$ cat src/rtl/div_iter_ctrl_pkg.sv
// Shared types and default sizing for the iterative divider control sequencer.
package div_ctrl_pkg;

  localparam int DIV_ITER_W = 8;
  localparam int DIV_N_ITER = 32;

  typedef enum logic [2:0] {
    IDLE = 3'd0,
    INIT = 3'd1,
    RUN  = 3'd2,
    FIX  = 3'd3,
    DONE = 3'd4
  } div_state_e;

endpackage

$ cat src/rtl/div_iter_ctrl.sv
// Control sequencer for the iterative divider: drives the external down counter and datapath strobes.
// Optional abort support is enabled by defining DIV_ITER_CTRL_ABORT_EN.
module div_iter_ctrl
  import div_ctrl_pkg::*;
#(
  parameter int ITER_W = DIV_ITER_W,
  parameter int N_ITER = DIV_N_ITER
) (
  input  logic              clk,
  input  logic              rst,
  input  logic              start_i,
  input  logic              div_by_zero_i,
  input  logic [ITER_W-1:0] cnt_q_i,
`ifdef DIV_ITER_CTRL_ABORT_EN
  input  logic              abort_i,
  output logic              aborted_o,
`endif
  output logic              cnt_ld_o,
  output logic [ITER_W-1:0] cnt_ld_data_o,
  output logic              cnt_en_o,
  output logic              dp_init_o,
  output logic              dp_step_o,
  output logic              dp_fix_o,
  output logic              ready_o,
  output logic              busy_o,
  output logic              done_o,
  output logic              dz_o,
  output div_state_e        state_o
);

  if (N_ITER < 1 || N_ITER > (2 ** ITER_W) - 1) begin : g_bad_n_iter
    $error("div_iter_ctrl: N_ITER must be in 1 .. 2**ITER_W-1");
  end

  // Handshake: a division is accepted in the cycle where ready_o && start_i;
  // done_o is a single-cycle pulse, start_i outside IDLE is dropped, not queued.

  div_state_e state_q, state_d;
  logic       dz_q;
  logic       abort;

`ifdef DIV_ITER_CTRL_ABORT_EN
  logic aborted_q;
  assign abort     = abort_i && (state_q == INIT || state_q == RUN || state_q == FIX);
  assign aborted_o = aborted_q;
`else
  assign abort = 1'b0;
`endif

  always_comb begin
    state_d   = state_q;
    cnt_ld_o  = 1'b0;
    cnt_en_o  = 1'b0;
    dp_init_o = 1'b0;
    dp_step_o = 1'b0;
    dp_fix_o  = 1'b0;
    case (state_q)
      IDLE: begin
        if (start_i) begin
          cnt_ld_o  = 1'b1;
          dp_init_o = 1'b1;
          state_d   = INIT;
        end
      end
      INIT: state_d = div_by_zero_i ? DONE : RUN;
      RUN: begin
        // A zero count here means the counter lost sync; leave without stepping.
        if (cnt_q_i != '0) begin
          dp_step_o = 1'b1;
          cnt_en_o  = 1'b1;
        end
        if (cnt_q_i <= ITER_W'(1)) state_d = FIX;
      end
      FIX: begin
        dp_fix_o = 1'b1;
        state_d  = DONE;
      end
      DONE:    state_d = IDLE;
      default: state_d = IDLE;
    endcase
    if (abort) begin
      state_d   = IDLE;
      cnt_en_o  = 1'b0;
      dp_step_o = 1'b0;
      dp_fix_o  = 1'b0;
    end
  end

  always_ff @(posedge clk) begin
    if (rst) begin
      state_q <= IDLE;
      dz_q    <= 1'b0;
    end else begin
      state_q <= state_d;
      if (state_q == IDLE && start_i) dz_q <= 1'b0;
      else if (state_q == INIT && div_by_zero_i && !abort) dz_q <= 1'b1;
    end
  end

`ifdef DIV_ITER_CTRL_ABORT_EN
  always_ff @(posedge clk) begin
    if (rst) aborted_q <= 1'b0;
    else     aborted_q <= abort;
  end
`endif

  assign cnt_ld_data_o = ITER_W'(N_ITER);
  assign ready_o       = (state_q == IDLE);
  assign busy_o        = (state_q != IDLE);
  assign done_o        = (state_q == DONE);
  assign dz_o          = dz_q;
  assign state_o       = state_q;

endmodule

$ cat config.mk
export PLATFORM = sky130hd
export DESIGN_NAME = div_iter_ctrl
export DESIGN_NICKNAME = d
export VERILOG_FILES = /design/src/rtl/div_iter_ctrl_pkg.sv /design/src/rtl/div_iter_ctrl.sv
export SDC_FILE = /design/constraint.sdc
export NUM_CORES = 1
export LEC_CHECK = 0
export ABC_AREA = 0
export BUFFER_PORTS_ARGS = -buffer_cell sky130_fd_sc_hd__buf_2
export CAP_MARGIN = 10
export CORE_AREA = 2 2 39 41
export CTS_CLUSTER_DIAMETER = 150
export CTS_CLUSTER_SIZE = 12
export DETAILED_ROUTE_END_ITERATION = 6
export DIE_AREA = 0 0 41 43
export PLACE_DENSITY = 0.64
export SLEW_MARGIN = 40
export SYNTH_ARGS = -nofsm -noshare
export SYNTH_HDL_FRONTEND = slang
export SYNTH_SLANG_ARGS = --single-unit
$ cat constraint.sdc
create_clock -name clk -period 4.3 [get_ports clk]
set_input_delay 1.29 -clock clk [delete_from_list [all_inputs] [get_ports clk]]
set_output_delay 1.29 -clock clk [all_outputs]
set_load 0.01 [all_outputs]
==> results.toml, run 1 <==
[run_status]
status = "finished clean"

[synthesis]
ys.warnings.count = 0
synth_cell_types = 17
synth_cells = 38
avgSynthCellArea_um2 = 8.10
synth_top_area_cell = "dfxtp_1"
synth.top_cell.area_share_pct = 26.0
yosysSeqAreaShare_pct = 26.0
synthTopCellsByArea = "dfxtp_1 26%, buf_4 24%, nor4_1 6.1%, nor3_1 4.9%, nor4b_2 4.9%"
ys_seq_elements = 4
synth_area_um2 = 308

[route]
post_drt_wl_per_cell_um = 9.42
via_per_inst = 4.28
highest_layer = "met4"
drtPass1Iterations = 2
dr_total_vias = 325
drc = 0
dr_wl_met2_um = 311
drt_iter0_markers = 4
routed_wl_um = 716
ant_nets = 0
wl_met1_um = 292
wl_met3_um = 101

[cells_and_area]
layout-drive-gt1-share_pct = 51.7
mostFrequentLayoutCell = "buf_2"
final_cells = 76
multi_input_area_um2 = 164
synthToLayoutAreaGrowth_pct = 34.1
regArea_um2 = 80.1
n_fill_cell = 163
n_antenna_cell = 0
final_nets = 74
mostFrequentLayoutCells = "23 x buf_2, 8 x conb_1, 4 x dfxtp_1"

[place]
place_congestion = 0.662
dp_hpwl_um = 560
placed_cells = 73
numPortBuffers = 23

[clock_tree]
cts_hold_buffers = 0
numCtsBuffers = 3
post_cts_buffers = 0
cts_resized = 0
path_clk_slew_ns = 0.04
cts_max_path_buffers = 2
clk-insertion-delay-late_ns = 0.23
htree_levels = 1
clkSinkCount = 4
clock-root-buffer = "clkbuf_4"
tritoncts = "yes"

[worst_setup_path]
required_ns = 3.01
critPathMaxFanout = 2
timing.critical_path.arrival_ns = 2.15
worstSetupPathType = "in2out"
cp-end-kind = "output port"
startpoint_type = "input port"

[grt]
track_usage_pct = 9.14
grt_max_degree = 10
grt_pass1_vias = 270
overflow = 0
grt_pass1_wl_mm = 1.04
antenna_found_initial = 0

[pwr]
ir_drop_uv = 86.3
powerDensity_nw_per_um2 = 284
cellLeakagePower_nw = 0.216

[hold_path]
min_path_type = "reg2reg"

[timing]
finalCriticalPeriod_ns = 3.44
max_freq_mhz = 291
slew_headroom_pct = 66.4
setup_viol = 0
fin_setup_tns_ns = 0
fin_crit_sh_pct = 79.9
rsz0062_at_grt = "no"
final.setup_skew_ns = 0.00143
fin_hold_ws_ns = 0.524
worst_pin_slew_ns = 0.492
hold_viol_final = 0
finalMaxSlewViolations = 0

[die]
rows = 14
core_um2 = 1380
die_area_um2 = 1760
fp.dieW_um = 41
ios = 32
die_height_um = 43
initial_core_util_pct = 22.2

[job]
max_cap_violations = 0
==> metrics by stage <==
stage / area (um2) / power, mW / worst slack [ns] / utilization, %
floorplan: 330 / 0.0650 / 0.633 / -
global placement: 390 / 0.0717 / 0.922 / 28.2
detailed placement: 390 / 0.0718 / 0.851 / 28.2
CTS: 413 / 0.120 / 0.844 / 29.8
global route: 413 / 0.127 / 0.744 / 29.8
finish: 413 / 0.117 / 0.864 / 29.8
==> power breakdown <==
part / internal [mW] / switching [mW]
clock: 0.0312 / 0.0151
sequential: 0.0390 / 0.00302
combinational: 0.0129 / 0.0163
==> cells by family (layout without fill, tap and decap cells) <==
family          Yosys count  count (layout)  share of synthesized area [%]
compound gates            5               5                           10.2
buf+inv                  13              29                           28.0
flops                     4               4                           26.0
other cells               2               8                           2.44
simple gates             14              14                           33.3
==> cell usage after synthesis <==
cell / n
nor4_1: 3
conb_1: 2
nor3b_1: 1
nor4b_2: 1
o21ai_0: 1
a21oi_1: 2
a22oi_1: 1
nor3_2: 1
and2_4: 1
nor4_2: 1
a2111oi_0: 1
inv_1: 3
nor3_1: 3
and3_2: 1
buf_4: 10
nor2_1: 2
dfxtp_1: 4
==> per-layer routing <==
metal | GRT usage (%) | vias to the layer above
met2 | 10.9 | 21
met4 | 8.00 | 0
met5 | 0 | -
li1 | - | 161
met1 | 11.3 | 141
met3 | 4.71 | 2
==> registers in the layout, indices dropped and copies added, names as in the netlist <==
name / count
dz_o: 1
state_o: 3
==> final timing paths <==
check	startpoint	endpoint	slack, ns	cells after the start
hold reg to reg	dz_o$_SDFFE_PP0P_	dz_o$_SDFFE_PP0P_	0.52	2
setup / recovery	cnt_q_i[3]	dp_step_o	0.86	4
setup reg to reg	state_o[2]$_SDFFE_PP0P_	dz_o$_SDFFE_PP0P_	3.23	3
hold / removal	dz_o$_SDFFE_PP0P_	dz_o$_SDFFE_PP0P_	0.52	2
==> critical path, cell delays in order <==
cell and delay (ns):
buf_2 0.10, nor4_1 0.04, a2111oi_0 0.49, buf_2 0.22
==> area by class of cell <==
type	instances	share of cell area (%)
clock buffer	3	5.45
tap	16	4.85
sequential	4	19.4
timing repair buffer	23	27.9
inverter	3	2.73
multi-input combinational	27	39.7
No activity file was read; power rests on OpenSTA's default activity.
==> run 2: changes to the inputs <==
--- a/config.mk
+++ b/config.mk
@@ -13,7 +13,7 @@
 export CTS_CLUSTER_SIZE = 12
 export DETAILED_ROUTE_END_ITERATION = 6
 export DIE_AREA = 0 0 41 43
-export PLACE_DENSITY = 0.64
+export PLACE_DENSITY = 0.66
 export SLEW_MARGIN = 40
 export SYNTH_ARGS = -nofsm -noshare
 export SYNTH_HDL_FRONTEND = slang
==> constraint.sdc (replaced) <==
create_clock -name clk -period 3.1 [get_ports clk]
set_input_delay 0.93 -clock clk [delete_from_list [all_inputs] [get_ports clk]]
set_output_delay 0.93 -clock clk [all_outputs]
set_load 0.01 [all_outputs]
==> run 2 against run 1 <==
Net effect: clock skew up 0.0021 ns; wire length up 0.28%; via count down 0.31%.
==> results.toml, run 2 (synthesis gave the netlist of run 1 again) <==
[worst_setup_path]
path_delay_family = "compound AO/OA/AOI/OAI gates"
startpoint_type = "input port"
cp.buffers_inverters = 2
slowest_stage = "a2111oi_0"
cp-end-kind = "output port"
max_stage_delay_ns = 0.51
worstPathCellList = "buf_2 > nor4_1 > a2111oi_0 > buf_2"
critPathMaxFanout = 2
r2r_setup_slack_ns = 2.04
worstSetupPathType = "in2out"
required_ns = 2.17
path_common_cell = "buf_2"
timing.critical_path.arrival_ns = 1.82

[pwr]
p_comb_share_pct = 24.9
ir_drop_uv = 203
cellLeakagePower_nw = 0.216
p_clk_share_pct = 39.1
switching_share_pct = 29.2
p_switching_mw = 0.0476
powerDensity_nw_per_um2 = 394
p_int_mw = 0.115
seqPwrFrac_pct = 36.0

[place]
placed_area_um2 = 390
dp_hpwl_um = 567
numPortBuffers = 23
place_congestion = 0.674

[grt]
track_usage_pct = 9.43
grt_pass1_vias = 287
antenna_found_initial = 0
grt_max_degree = 10
grt_pass1_wl_mm = 1.10
overflow = 0

[timing]
finalMaxSlewViolations = 0
worst_pin_slew_ns = 0.520
setup_viol = 0
fin_crit_sh_pct = 88.7
fin_setup_tns_ns = 0
slew_headroom_pct = 64.4
final.setup_skew_ns = 0.00355
finalCriticalPeriod_ns = 2.75
rsz0062_at_grt = "no"
max_freq_mhz = 364
hold_viol_final = 0

[cells_and_area]
largest_register_ffs = 3
final_area_um2 = 413
layout-drive-gt1-share_pct = 51.7
mostFrequentLayoutCells = "23 x buf_2, 8 x conb_1, 4 x dfxtp_1"
synthToLayoutAreaGrowth_pct = 34.1
regArea_um2 = 80.1
multi_input_area_um2 = 164
post-route-util_pct = 29.8
mostFrequentLayoutCell = "buf_2"
n_antenna_cell = 0
n_fill_cell = 161
final_nets = 74

[run_status]
status = "finished clean"

[clock_tree]
tritoncts = "yes"
clk-insertion-delay-late_ns = 0.23
path_clk_slew_ns = 0.04
post_cts_buffers = 0
cts_max_path_buffers = 2
cts_resized = 0
htree_levels = 1
clkSinkCount = 4
numCtsBuffers = 3
clock-root-buffer = "clkbuf_4"
cts_hold_buffers = 0

[route]
dr_total_vias = 324
ant_nets = 0
via_per_inst = 4.26
post_drt_wl_per_cell_um = 9.45
drc = 0
drtPass1Iterations = 2
routed_wl_um = 718
drt_iter0_markers = 6

[die]
die_area_um2 = 1760
initial_core_util_pct = 22.2
die_height_um = 43
ios = 32
fp.dieW_um = 41
rows = 14
core_um2 = 1380

[job]
max_cap_violations = 0

[hold_path]
min_path_type = "reg2reg"
## run 2: cell counts in the layout (fill, tap and decap cells not counted)
No cell type changed its count.
## run 2: per-layer routing
layer / global-route usage [%] / routed length (um) / share of wire, %
met2: 13.1 / 289 / 40
met3: 6.28 / 93 / 13
met5: 0 / 0 / 0
met4: 4.00 / 0 / 0
met1: 10.9 / 336 / 47
## run 2: power by group through the flow
stage          registers, mW  clock network (mW)  logic (mW)
4_1_cts               0.0586              0.0671      0.0408
6_report              0.0585              0.0637      0.0405
3_5_place_dp          0.0593                   0      0.0406
2_1_floorplan         0.0594                   0      0.0308
5_1_grt               0.0592              0.0755      0.0450
3_3_place_gp          0.0590                   0      0.0402
## run 2: tightest hold or removal path: cells and delay by family, from the launching register on
family	cells	cell delay, ns
and+or+nand+nor	2	0.17
DFF	1	0.31
## run 2: layout make-up
class	instances	area share, %
Timing Repair Buffer	23	27.9
Multi-Input combinational cell	27	39.7
Tap cell	16	4.85
Inverter	3	2.73
Clock buffer	3	5.45
Sequential cell	4	19.4
## run 2: stage by stage
step / hold WS [ns] / worst slack [ns] / total power [mW] / instances
after floorplan: 0.547 / 0.153 / 0.0901 / 44
after global placement: 0.515 / 0.421 / 0.0992 / 73
after detailed placement: 0.528 / 0.345 / 0.0999 / 73
after CTS: 0.535 / 0.339 / 0.167 / 76
after global routing: 0.579 / 0.249 / 0.180 / 76
final: 0.528 / 0.350 / 0.163 / 76
## run 2: final timing paths
check	cells past startpoint	startpoint	endpoint
worst max-delay path	4	cnt_q_i[2]	dp_step_o
worst min-delay path	2	dz_o$_SDFFE_PP0P_	dz_o$_SDFFE_PP0P_
worst max register to register	3	state_o[2]$_SDFFE_PP0P_	dz_o$_SDFFE_PP0P_
worst min register to register	2	dz_o$_SDFFE_PP0P_	dz_o$_SDFFE_PP0P_
